===== src/rtl/wheel_velocity_estimator.sv =====
// rtl/wheel_velocity_estimator.sv - four-channel quadrature decoder with windowed rad/s conversion
// Per wheel: 2-flop sync, Gray-step decode, saturating window counter; one FSM converts all four serially.
module wheel_velocity_estimator #(
    parameter int N_WIDTH       = 17,
    parameter int Q_WIDTH       = 8,
    parameter int COUNT_WIDTH   = 16,
    parameter int WINDOW_CYCLES = 500000,
    parameter int SCALE_Q8      = 112
) (
    input  logic               WHEEL_VELOCITY_CLOCK_50,
    input  logic               WHEEL_VELOCITY_Reset_InHigh,
    input  logic [3:0]         WHEEL_VELOCITY_EncA_InBus,
    input  logic [3:0]         WHEEL_VELOCITY_EncB_InBus,
    output logic [N_WIDTH-1:0] WHEEL_VELOCITY_W1_OutBus,
    output logic [N_WIDTH-1:0] WHEEL_VELOCITY_W2_OutBus,
    output logic [N_WIDTH-1:0] WHEEL_VELOCITY_W3_OutBus,
    output logic [N_WIDTH-1:0] WHEEL_VELOCITY_W4_OutBus,
    output logic               WHEEL_VELOCITY_Valid_OutHigh,
    output logic [3:0]         WHEEL_VELOCITY_Error_OutBus
);
    localparam int MAG_W   = N_WIDTH - 1;
    localparam int PROD_W  = COUNT_WIDTH + 16;
    localparam int TIMER_W = $clog2(WINDOW_CYCLES);
    localparam logic signed [COUNT_WIDTH-1:0] CNT_MAX = {1'b0, {(COUNT_WIDTH-1){1'b1}}};
    localparam logic signed [COUNT_WIDTH-1:0] CNT_MIN = -CNT_MAX;

    if (Q_WIDTH != 8 || WINDOW_CYCLES < 8) begin : g_bad_params
        $error("wheel_velocity_estimator: Q_WIDTH must be 8 and WINDOW_CYCLES at least 8");
    end

    typedef enum logic [1:0] {S_IDLE, S_CONV, S_PUBLISH} state_t;

    logic [3:0]                     a_meta, a_sync, a_prev;
    logic [3:0]                     b_meta, b_sync, b_prev;
    logic [1:0]                     prime_cnt;
    logic                           dec_en;
    logic [3:0]                     step_fwd, step_rev, step_bad;
    logic [TIMER_W-1:0]             win_timer;
    logic                           window_end;
    logic signed [COUNT_WIDTH-1:0]  cnt  [4];
    logic signed [COUNT_WIDTH-1:0]  snap [4];
    logic [N_WIDTH-1:0]             staged [4];
    state_t                         state;
    logic [1:0]                     ch_idx;
    logic [COUNT_WIDTH-1:0]         conv_snap, conv_abs;
    logic [PROD_W-1:0]              conv_prod;
    logic [MAG_W-1:0]               conv_mag;
    logic [N_WIDTH-1:0]             conv_word;

    function automatic logic [1:0] gray_pos(input logic [1:0] ab);
        case (ab)
            2'b00:   return 2'd0;
            2'b01:   return 2'd1;
            2'b11:   return 2'd2;
            default: return 2'd3;
        endcase
    endfunction

    function automatic logic signed [COUNT_WIDTH-1:0] count_step(
        input logic signed [COUNT_WIDTH-1:0] c, input logic fwd, input logic rev);
        if (fwd && c != CNT_MAX) return c + COUNT_WIDTH'(1);
        if (rev && c != CNT_MIN) return c - COUNT_WIDTH'(1);
        return c;
    endfunction

    assign dec_en     = (prime_cnt == 2'd3);
    assign window_end = (win_timer == TIMER_W'(WINDOW_CYCLES - 1));

    // Position difference mod 4: +1 forward, 3 reverse, 2 means both phases moved.
    always_comb begin
        step_fwd = '0;
        step_rev = '0;
        step_bad = '0;
        for (int i = 0; i < 4; i++) begin
            step_fwd[i] = dec_en && (2'(gray_pos({a_sync[i], b_sync[i]}) - gray_pos({a_prev[i], b_prev[i]})) == 2'd1);
            step_rev[i] = dec_en && (2'(gray_pos({a_sync[i], b_sync[i]}) - gray_pos({a_prev[i], b_prev[i]})) == 2'd3);
            step_bad[i] = dec_en && (2'(gray_pos({a_sync[i], b_sync[i]}) - gray_pos({a_prev[i], b_prev[i]})) == 2'd2);
        end
    end

    always_comb begin
        conv_snap = snap[ch_idx];
        conv_abs  = conv_snap[COUNT_WIDTH-1] ? (~conv_snap + COUNT_WIDTH'(1)) : conv_snap;
        conv_prod = PROD_W'(conv_abs) * PROD_W'(SCALE_Q8);
        conv_mag  = (conv_prod > PROD_W'({MAG_W{1'b1}})) ? '1 : conv_prod[MAG_W-1:0];
        conv_word = {conv_snap[COUNT_WIDTH-1] && (conv_mag != '0), conv_mag};
    end

    always_ff @(posedge WHEEL_VELOCITY_CLOCK_50) begin
        if (WHEEL_VELOCITY_Reset_InHigh) begin
            a_meta    <= '0;
            a_sync    <= '0;
            a_prev    <= '0;
            b_meta    <= '0;
            b_sync    <= '0;
            b_prev    <= '0;
            prime_cnt <= '0;
            win_timer <= '0;
            state     <= S_IDLE;
            ch_idx    <= '0;
            for (int i = 0; i < 4; i++) begin
                cnt[i]    <= '0;
                snap[i]   <= '0;
                staged[i] <= '0;
            end
            WHEEL_VELOCITY_W1_OutBus     <= '0;
            WHEEL_VELOCITY_W2_OutBus     <= '0;
            WHEEL_VELOCITY_W3_OutBus     <= '0;
            WHEEL_VELOCITY_W4_OutBus     <= '0;
            WHEEL_VELOCITY_Valid_OutHigh <= 1'b0;
            WHEEL_VELOCITY_Error_OutBus  <= '0;
        end else begin
            a_meta <= WHEEL_VELOCITY_EncA_InBus;
            a_sync <= a_meta;
            a_prev <= a_sync;
            b_meta <= WHEEL_VELOCITY_EncB_InBus;
            b_sync <= b_meta;
            b_prev <= b_sync;
            if (!dec_en) prime_cnt <= prime_cnt + 2'd1;
            WHEEL_VELOCITY_Error_OutBus <= WHEEL_VELOCITY_Error_OutBus | step_bad;
            win_timer <= window_end ? '0 : win_timer + TIMER_W'(1);

            // A step decoded in the terminal cycle belongs to the new window.
            for (int i = 0; i < 4; i++) begin
                if (window_end) begin
                    snap[i] <= cnt[i];
                    cnt[i]  <= count_step('0, step_fwd[i], step_rev[i]);
                end else begin
                    cnt[i]  <= count_step(cnt[i], step_fwd[i], step_rev[i]);
                end
            end

            WHEEL_VELOCITY_Valid_OutHigh <= 1'b0;
            case (state)
                S_IDLE: begin
                    if (window_end) begin
                        state  <= S_CONV;
                        ch_idx <= '0;
                    end
                end
                S_CONV: begin
                    staged[ch_idx] <= conv_word;
                    ch_idx         <= ch_idx + 2'd1;
                    if (ch_idx == 2'd3) begin
                        state                        <= S_PUBLISH;
                        WHEEL_VELOCITY_W1_OutBus     <= staged[0];
                        WHEEL_VELOCITY_W2_OutBus     <= staged[1];
                        WHEEL_VELOCITY_W3_OutBus     <= staged[2];
                        WHEEL_VELOCITY_W4_OutBus     <= conv_word;
                        WHEEL_VELOCITY_Valid_OutHigh <= 1'b1;
                    end
                end
                S_PUBLISH: state <= S_IDLE;
                default:   state <= S_IDLE;
            endcase
        end
    end
endmodule


===== config.mk =====
export PLATFORM = sky130hd
export DESIGN_NAME = wheel_velocity_estimator
export DESIGN_NICKNAME = d
export VERILOG_FILES = /design/src/rtl/wheel_velocity_estimator.sv
export SDC_FILE = /design/constraint.sdc
export NUM_CORES = 1
export LEC_CHECK = 0
export CORE_ASPECT_RATIO = 0.8
export CORE_MARGIN = 2
export CORE_UTILIZATION = 25
export DETAILED_ROUTE_END_ITERATION = 12
export PLACE_DENSITY = 0.47
export SETUP_SLACK_MARGIN = 0.3
export SLEW_MARGIN = 20
export SYNTH_ARGS = -nofsm -noshare
export SYNTH_HDL_FRONTEND = slang
export SYNTH_SLANG_ARGS = --single-unit

===== constraint.sdc =====
create_clock -name WHEEL_VELOCITY_CLOCK_50 -period 16.35 [get_ports WHEEL_VELOCITY_CLOCK_50]
set_input_delay 3.27 -clock WHEEL_VELOCITY_CLOCK_50 [delete_from_list [all_inputs] [get_ports WHEEL_VELOCITY_CLOCK_50]]
set_output_delay 3.27 -clock WHEEL_VELOCITY_CLOCK_50 [all_outputs]
set_load 0.05 [all_outputs]

==> impl_results.rst, run 1 <==
.. list-table::
   :header-rows: 1

   * - Metric
     - Value
   * - Final Critical Period
     - 6.13 ns
   * - Arr. time, crit path
     - 6.42 ns
   * - Total of cells resized after clock tree synthesis
     - 0
   * - Total of buffers placed on input and output ports
     - 82
   * - Num ports
     - 83
   * - Result of the run
     - completed
   * - Total via count after detailed routing
     - 11,100
   * - Required time at the worst-slack endpoint
     - 16.64 ns
   * - Clock tree root buffer cell
     - sky130_fd_sc_hd__clkbuf_16
   * - Slew at the pin closest to its max-slew limit
     - 1.03 ns
   * - Area added between synthesis and finish
     - 17.2%
   * - Worst-path maximum fanout
     - 52
   * - Number of iterations in the first detailed-routing pass
     - 5
   * - Row cnt
     - 81
   * - Antenna-violating nets left
     - 0
   * - Final cycle utilization of the critical path
     - 0.375
   * - Async SR Flop Fraction
     - 0
   * - Number of buffers inserted for hold repair after clock tree synthesis
     - 0
   * - Effective utilization at floorplan
     - 0.253
   * - Hold Path Class
     - reg2reg
   * - Setup Buffers After CTS
     - 0
   * - Post-DP HPWL
     - 26,300 um
   * - Endpoint with the worst hold slack
     - b_sync[0]
   * - Count of flip-flops with a built-in enable after synthesis
     - 170
   * - Cell chain of the critical path
     - mux4_2 -> or3_1 -> or3_1 -> nor2_1 -> nand2_1 -> nor4_1 -> ha_1 -> ha_1 -> nor2_1 -> o21ai_0 -> a2111oi_0 -> o211ai_1 -> a2111oi_0 -> o211ai_1 -> nor3_4 -> buf_4 -> a21oi_1
   * - Max-slew violations
     - 0
   * - Die Span X
     - 282 um
   * - Antenna violations before repair
     - 0
   * - Clk sinks
     - 282
   * - Cell count of the worst hold path
     - 1
   * - Type of the setup path with the least slack
     - reg2reg
   * - Net count after synthesis
     - 1,637
   * - Rel. slew slack
     - 0.299
   * - Total Wirelength
     - 37,700 um
   * - Startpoint class of the critical path
     - register
   * - Worst reg-to-reg path cell count
     - 17
   * - First-pass GRT wire length
     - 59,600 um
   * - Setup-violating endpoint count in the final report
     - 0
   * - Slowest cell on the critical path
     - sky130_fd_sc_hd__dfxtp_1
   * - Pwr per Cell Area
     - 111 nW/um^2
   * - Clock-pin slew on the worst setup and hold paths
     - 0.07 ns
   * - Leakage component of the power
     - 0.00658 uW
   * - RSZ-0062 raised after global routing
     - no
   * - R2R Setup Slk
     - 10.22 ns
   * - Final Hold Slack
     - 0.433 ns
   * - Post-synthesis register bit count
     - 282
   * - Clock Latency Late Sink
     - 0.57 ns
   * - Mapped Cells
     - 1,509
   * - Peak clock frequency supported by timing
     - 163 MHz
   * - Number of fill cells in the layout
     - 6,252
   * - Total core area
     - 61,100 sq um
   * - Total congestion overflow
     - 0
   * - Library cells used by synthesis
     - 65
   * - TritonCTS clock tree
     - built
   * - DRC
     - 0
   * - Hold wc startpoint
     - b_meta[0]
   * - Delay of the slowest cell on the worst path
     - 0.87 ns
   * - CTS max path bufs
     - 3
   * - Proportion of synthesized chip area in sequential cells
     - 0.475
   * - Most common flop cell mapped by yosys
     - sky130_fd_sc_hd__edfxtp_1
   * - Final weighted congestion of routability-driven global placement
     - 0.775
   * - Count of maximum capacitance violations
     - 0
   * - Yosys synthesis warning count
     - 0
   * - Die height
     - 226 um
   * - Post-DR vias/cell
     - 4.61
   * - Avg WL per Cell
     - 15.6 um
   * - RR Endpoint
     - staged[0][7]
   * - Peak VDD IR
     - 0.0000824 V
   * - Share of layout cells above drive strength 1
     - 0.0625
   * - Setup skew after layout
     - 0.0111 ns
   * - Combined area of all synthesized cells
     - 15,500 sq um
   * - Final antenna diode count
     - 0
   * - Final sum of negative setup slack
     - 0 ns
   * - Via count of the first global-routing pass
     - 10,600
   * - H-tree depth
     - 1
   * - Initial drt markers
     - 765
   * - Die ar.
     - 63,800 sq um
   * - Post-synthesis average cell area
     - 10.2 sq um
   * - Number of buffers inserted during clock tree synthesis
     - 30
   * - Count of nets after finishing
     - 1,690
   * - Crit end category
     - register
   * - Number of failing hold endpoints at the final stage
     - 0
   * - Global-route total usage across every layer
     - 0.116
   * - Largest net degree at the start of global routing
     - 132
-- stage by stage --
step,power [uW],utilization,setup slack [ns],instance area [sq um],cells
global route,2110,0.296,9.58,18100,2414
finish,2000,0.296,10.22,18100,2414
floorplan,1190,-,10.22,15500,1509
detailed placement,1310,0.280,9.88,17100,2360
global placement,1310,0.280,10.00,17100,2360
CTS,2030,0.296,9.83,18100,2414
-- how the worst max path moves through the flow --
stage,from,endpoint,slack [ns]
after floorplan,WHEEL_VELOCITY_Reset_InHigh,snap[0][0],10.22
after global placement,register,staged[2][6],10.00
after global routing,register,staged[0][14],9.58
after CTS,register,staged[0][7],9.83
final,register,staged[0][7],10.22
after detailed placement,register,staged[0][7],9.88
-- cells by family after synthesis --
group / count (synthesis) / synth area share
xor gates and xnor gates: 108 / 0.0632
AOI/OAI and AO/OA: 330 / 0.128
buffers and inverters: 129 / 0.0354
DFF: 282 / 0.475
adders and majority gates: 118 / 0.100
muxes: 23 / 0.0265
and+or+nand+nor: 519 / 0.171
-- layer usage --
layer / global-route usage / vias to the layer above / wire, um
li1: - / 5558 / -
met1: 0.175 / 5373 / 19600
met2: 0.175 / 166 / 16100
met3: 0.0160 / 34 / 1380
met4: 0.0252 / 0 / 600
met5: 0 / - / 0
-- layout make-up --
class / instances / area [sq um] / area share
well taps: 830 / 1040 / 0.0574
clock buffers: 34 / 797 / 0.0440
repair buffers: 91 / 886 / 0.0489
flip-flops and latches: 282 / 7350 / 0.406
clock inverters: 20 / 201 / 0.0111
multi-input cells: 1098 / 7600 / 0.420
inverters: 59 / 229 / 0.0126
-- state kept, by name (all words and copies together) (netlist names), 14 cells and up, named ones only --
| signal | count |
|---|---|
| WHEEL_VELOCITY_W1_OutBus | 14 |
| WHEEL_VELOCITY_W2_OutBus | 14 |
| WHEEL_VELOCITY_W3_OutBus | 14 |
| WHEEL_VELOCITY_W4_OutBus | 14 |
| cnt | 64 |
| snap | 64 |
| staged | 42 |
| win_timer | 19 |
-- Yosys cell counts (all sizes together) (16+ instances only) --
cell type,instances,share of area
a211oi,19,0.0092
a21oi,129,0.042
and2,68,0.028
buf,23,0.0096
clkbuf,47,0.011
dfxtp,112,0.15
edfxtp,170,0.33
ha,108,0.087
inv,59,0.014
nand2,128,0.031
nand3,27,0.0087
nand4,22,0.0089
nor2,115,0.028
nor2b,27,0.011
nor3,37,0.013
nor4,16,0.0069
o21ai,83,0.027
o21bai,19,0.0092
or3,16,0.0065
xnor2,50,0.029
xor2,58,0.034
-- critical path, delay by kind of cell, from the launching register on --
| family | cells | cell delay, ns |
|---|---|---|
| mux | 1 | 0.46 |
| buf+inv | 1 | 0.46 |
| flops | 1 | 0.87 |
| simple gates | 7 | 2.13 |
| fa+ha+maj | 2 | 0.57 |
| compound gates | 6 | 1.32 |
-- where the power goes --
group          leakage [uW]  internal [uW]  switching (uW)
combinational       0.00343            183             262
sequential          0.00266            807            45.8
clock              0.000489            410             293
-- cell usage in the layout, fill, tap and decap left out, types with 53 or more instances in the layout --
cell type | netlist | layout
sky130_fd_sc_hd__nand2_1 | 128 | 128
sky130_fd_sc_hd__o21ai_0 | 69 | 65
sky130_fd_sc_hd__a21oi_1 | 129 | 129
sky130_fd_sc_hd__edfxtp_1 | 170 | 170
sky130_fd_sc_hd__nor2_1 | 115 | 113
sky130_fd_sc_hd__xor2_1 | 56 | 56
sky130_fd_sc_hd__ha_1 | 108 | 108
sky130_fd_sc_hd__and2_1 | 68 | 68
sky130_fd_sc_hd__dfxtp_1 | 112 | 111
sky130_fd_sc_hd__clkdlybuf4s50_1 | 0 | 81
sky130_fd_sc_hd__inv_1 | 54 | 53
Power figures use the tool's default switching activity.
==> inputs of run 2 (changes only) <==
--- a/config.mk
+++ b/config.mk
@@ -9,7 +9,7 @@
 export CORE_MARGIN = 2
 export CORE_UTILIZATION = 25
 export DETAILED_ROUTE_END_ITERATION = 12
-export PLACE_DENSITY = 0.47
+export PLACE_DENSITY = 0.48
 export SETUP_SLACK_MARGIN = 0.3
 export SLEW_MARGIN = 20
 export SYNTH_ARGS = -nofsm -noshare
==> constraint.sdc (replaced) <==
create_clock -name WHEEL_VELOCITY_CLOCK_50 -period 5.4 [get_ports WHEEL_VELOCITY_CLOCK_50]
set_input_delay 1.08 -clock WHEEL_VELOCITY_CLOCK_50 [delete_from_list [all_inputs] [get_ports WHEEL_VELOCITY_CLOCK_50]]
set_output_delay 1.08 -clock WHEEL_VELOCITY_CLOCK_50 [all_outputs]
set_load 0.05 [all_outputs]
==> run 2 against run 1 <==
Core utilization increased by 2.1 points. Design area grew 7.1%. Clock skew rose by 0.011 ns. Largest power group unchanged. Sequential power rose to 3.0 times the previous value. Critical path depth is 4 higher. Worst hold slack gained 0.0076 ns. Flip-flop and latch count did not move. Clock power rose to 3.1 times the previous value. Total power rose to 3.2 times the previous value. Register-to-register slack got worse by 9.9 ns. Highest routed layer unchanged.
==> impl_results.rst, run 2 (synthesized netlist as in run 1, its figures left out) <==
.. list-table::
   :header-rows: 1

   * - Metric
     - Value
   * - Startpoint class of the critical path
     - register
   * - Num ports
     - 83
   * - First-pass GRT wire length
     - 61,000 um
   * - Result of the run
     - completed
   * - Final cell count without fillers
     - 2,501
   * - Most frequent cells in the layout
     - 170 x sky130_fd_sc_hd__edfxtp_1, 123 x sky130_fd_sc_hd__nand2_1, 111 x sky130_fd_sc_hd__dfxtp_1, 111 x sky130_fd_sc_hd__a21oi_1, 110 x sky130_fd_sc_hd__nor2_1
   * - Peak clock frequency supported by timing
     - 196 MHz
   * - Antenna violations before repair
     - 0
   * - Hold Path Class
     - reg2reg
   * - Total core area
     - 61,100 sq um
   * - Most common cell after layout, fill and taps aside
     - sky130_fd_sc_hd__edfxtp_1
   * - Initial drt markers
     - 670
   * - Pwr per Cell Area
     - 329 nW/um^2
   * - Die ar.
     - 63,800 sq um
   * - Worst-path maximum fanout
     - 8
   * - Post-DR vias/cell
     - 4.61
   * - R2R Setup Slk
     - 0.29 ns
   * - Antenna-violating nets left
     - 0
   * - Die height
     - 226 um
   * - Arr. time, crit path
     - 5.36 ns
   * - Final Critical Period
     - 5.11 ns
   * - Global-route total usage across every layer
     - 0.120
   * - Setup-violating endpoint count in the final report
     - 0
   * - Number of failing hold endpoints at the final stage
     - 0
   * - Slew at the pin closest to its max-slew limit
     - 0.971 ns
   * - Share of the core filled with cells
     - 0.317
   * - Peak VDD IR
     - 0.000188 V
   * - RSZ-0062 raised after global routing
     - yes
   * - Crit end category
     - register
   * - Final cycle utilization of the critical path
     - 0.947
   * - Number of fill cells in the layout
     - 6,228
   * - Final antenna diode count
     - 0
   * - Type of the setup path with the least slack
     - reg2reg
   * - Share of layout cells above drive strength 1
     - 0.151
   * - Final WS setup
     - 0.286 ns
   * - Rel. slew slack
     - 0.352
   * - Total Wirelength
     - 39,200 um
   * - Clock tree root buffer cell
     - sky130_fd_sc_hd__clkbuf_16
   * - Count of maximum capacitance violations
     - 0
   * - Total via count after detailed routing
     - 11,500
   * - Effective utilization at floorplan
     - 0.253
   * - Leading registers by flop count
     - cnt: 64 flops, snap: 64 flops, staged: 42 flops
   * - Die Span X
     - 282 um
   * - H-tree depth
     - 2
   * - Total congestion overflow
     - 0
   * - Clk sinks
     - 282
   * - Pre-CTS setup slack
     - -0.0742 ns
   * - CTS max path bufs
     - 3
   * - Count of nets after finishing
     - 1,773
   * - Leakage component of the power
     - 0.00709 uW
   * - Max-slew violations
     - 0
   * - Row cnt
     - 81
   * - Final Hold Slack
     - 0.441 ns
   * - Setup skew after layout
     - 0.0220 ns
   * - Required time at the worst-slack endpoint
     - 5.65 ns
   * - Number of buffers inserted during clock tree synthesis
     - 34
   * - Total of buffers placed on input and output ports
     - 82
   * - Via count of the first global-routing pass
     - 10,700
   * - TritonCTS clock tree
     - built
   * - Avg WL per Cell
     - 15.7 um
   * - Clock Latency Late Sink
     - 0.53 ns
   * - Final sum of negative setup slack
     - 0 ns
   * - Post-DP HPWL
     - 26,400 um
   * - Clock-pin slew on the worst setup and hold paths
     - 0.06 ns
   * - Number of iterations in the first detailed-routing pass
     - 5
   * - Area added between synthesis and finish
     - 25.4%
   * - Largest net degree at the start of global routing
     - 83
   * - Final weighted congestion of routability-driven global placement
     - 0.765
   * - Placed instance count
     - 2,396
   * - DRC
     - 0
## run 2: cell count changes in the layout (fill, tap and decap cells not counted), sizes merged
cell,change
buf,+76
clkbuf,+15
bufinv,-3
clkinv,-3
inv,+3
clkinvlp,-1
## run 2: per-layer routing
metal,GRT usage,wire (um)
met5,0,0
met4,0.0340,800
met3,0.0189,1430
met2,0.172,16700
met1,0.182,20200
## run 2: path summary, 6_finish.rpt
kind / end / cells after the start / start
min reg2reg: b_sync[0] / 1 / b_meta[0]
max reg2reg: staged[1][5] / 21 / register
min: b_sync[0] / 1 / b_meta[0]
max: staged[1][5] / 21 / register
## run 2: final cells by class
cell class / count / area (sq um) / share of cell area
clock buffers: 46 / 910 / 0.0469
clock inverters: 16 / 130 / 0.00671
inverters: 59 / 224 / 0.0116
multi-input cells: 1098 / 8030 / 0.414
flip-flops and latches: 282 / 7350 / 0.379
well taps: 830 / 1040 / 0.0536
repair buffers: 170 / 1700 / 0.0879
## run 2: report_power, final
group          leakage (uW)  switching, uW  internal (uW)  total [uW]
clock network      0.000510            934           1240        2180
registers           0.00266            135           2450        2580
logic               0.00392            890            730        1620
total               0.00709           1960           4420        6380
## run 2: through the flow
stage | total power, uW | area [sq um]
floorplan | 3620 | 15500
global placement | 4020 | 17400
detailed placement | 4030 | 17400
CTS | 6350 | 18900
global route | 6740 | 19400
finish | 6380 | 19400
## run 2: worst max-delay path: stages, from the launching register on
cell	delay, ns
sky130_fd_sc_hd__dfxtp_2	0.34
sky130_fd_sc_hd__buf_12	0.13
sky130_fd_sc_hd__mux4_2	0.56
sky130_fd_sc_hd__inv_1	0.16
sky130_fd_sc_hd__ha_4	0.17
sky130_fd_sc_hd__nor2_1	0.07
sky130_fd_sc_hd__xnor2_2	0.18
sky130_fd_sc_hd__buf_4	0.16
sky130_fd_sc_hd__fa_1	0.60
sky130_fd_sc_hd__inv_1	0.06
sky130_fd_sc_hd__ha_1	0.28
sky130_fd_sc_hd__a21oi_1	0.18
sky130_fd_sc_hd__nor2_1	0.12
sky130_fd_sc_hd__o31a_1	0.37
sky130_fd_sc_hd__o211a_1	0.26
sky130_fd_sc_hd__a2111oi_4	0.32
sky130_fd_sc_hd__o211ai_1	0.22
sky130_fd_sc_hd__nor3_4	0.20
sky130_fd_sc_hd__buf_6	0.15
sky130_fd_sc_hd__buf_12	0.11
sky130_fd_sc_hd__buf_12	0.13
sky130_fd_sc_hd__a21oi_1	0.07
## run 2: what timing repair did
| item | in CTS | in global routing |
|---|---|---|
| resized for setup | 45 | 56 |
| hold buffers | 0 | 0 |
| pin swaps | 13 | 23 |
| buffers inserted | 25 | 11 |
| setup endpoints to repair | 56 | 56 |
| cloned | 4 | 3 |
==> inputs of run 3 (changes only) <==
--- a/config.mk
+++ b/config.mk
@@ -5,6 +5,7 @@
 export SDC_FILE = /design/constraint.sdc
 export NUM_CORES = 1
 export LEC_CHECK = 0
+export CAP_MARGIN = 20
 export CORE_ASPECT_RATIO = 0.8
 export CORE_MARGIN = 2
 export CORE_UTILIZATION = 25
==> results of run 3 <==
The final DEF is identical to that of run 2; final timing and power are the same.
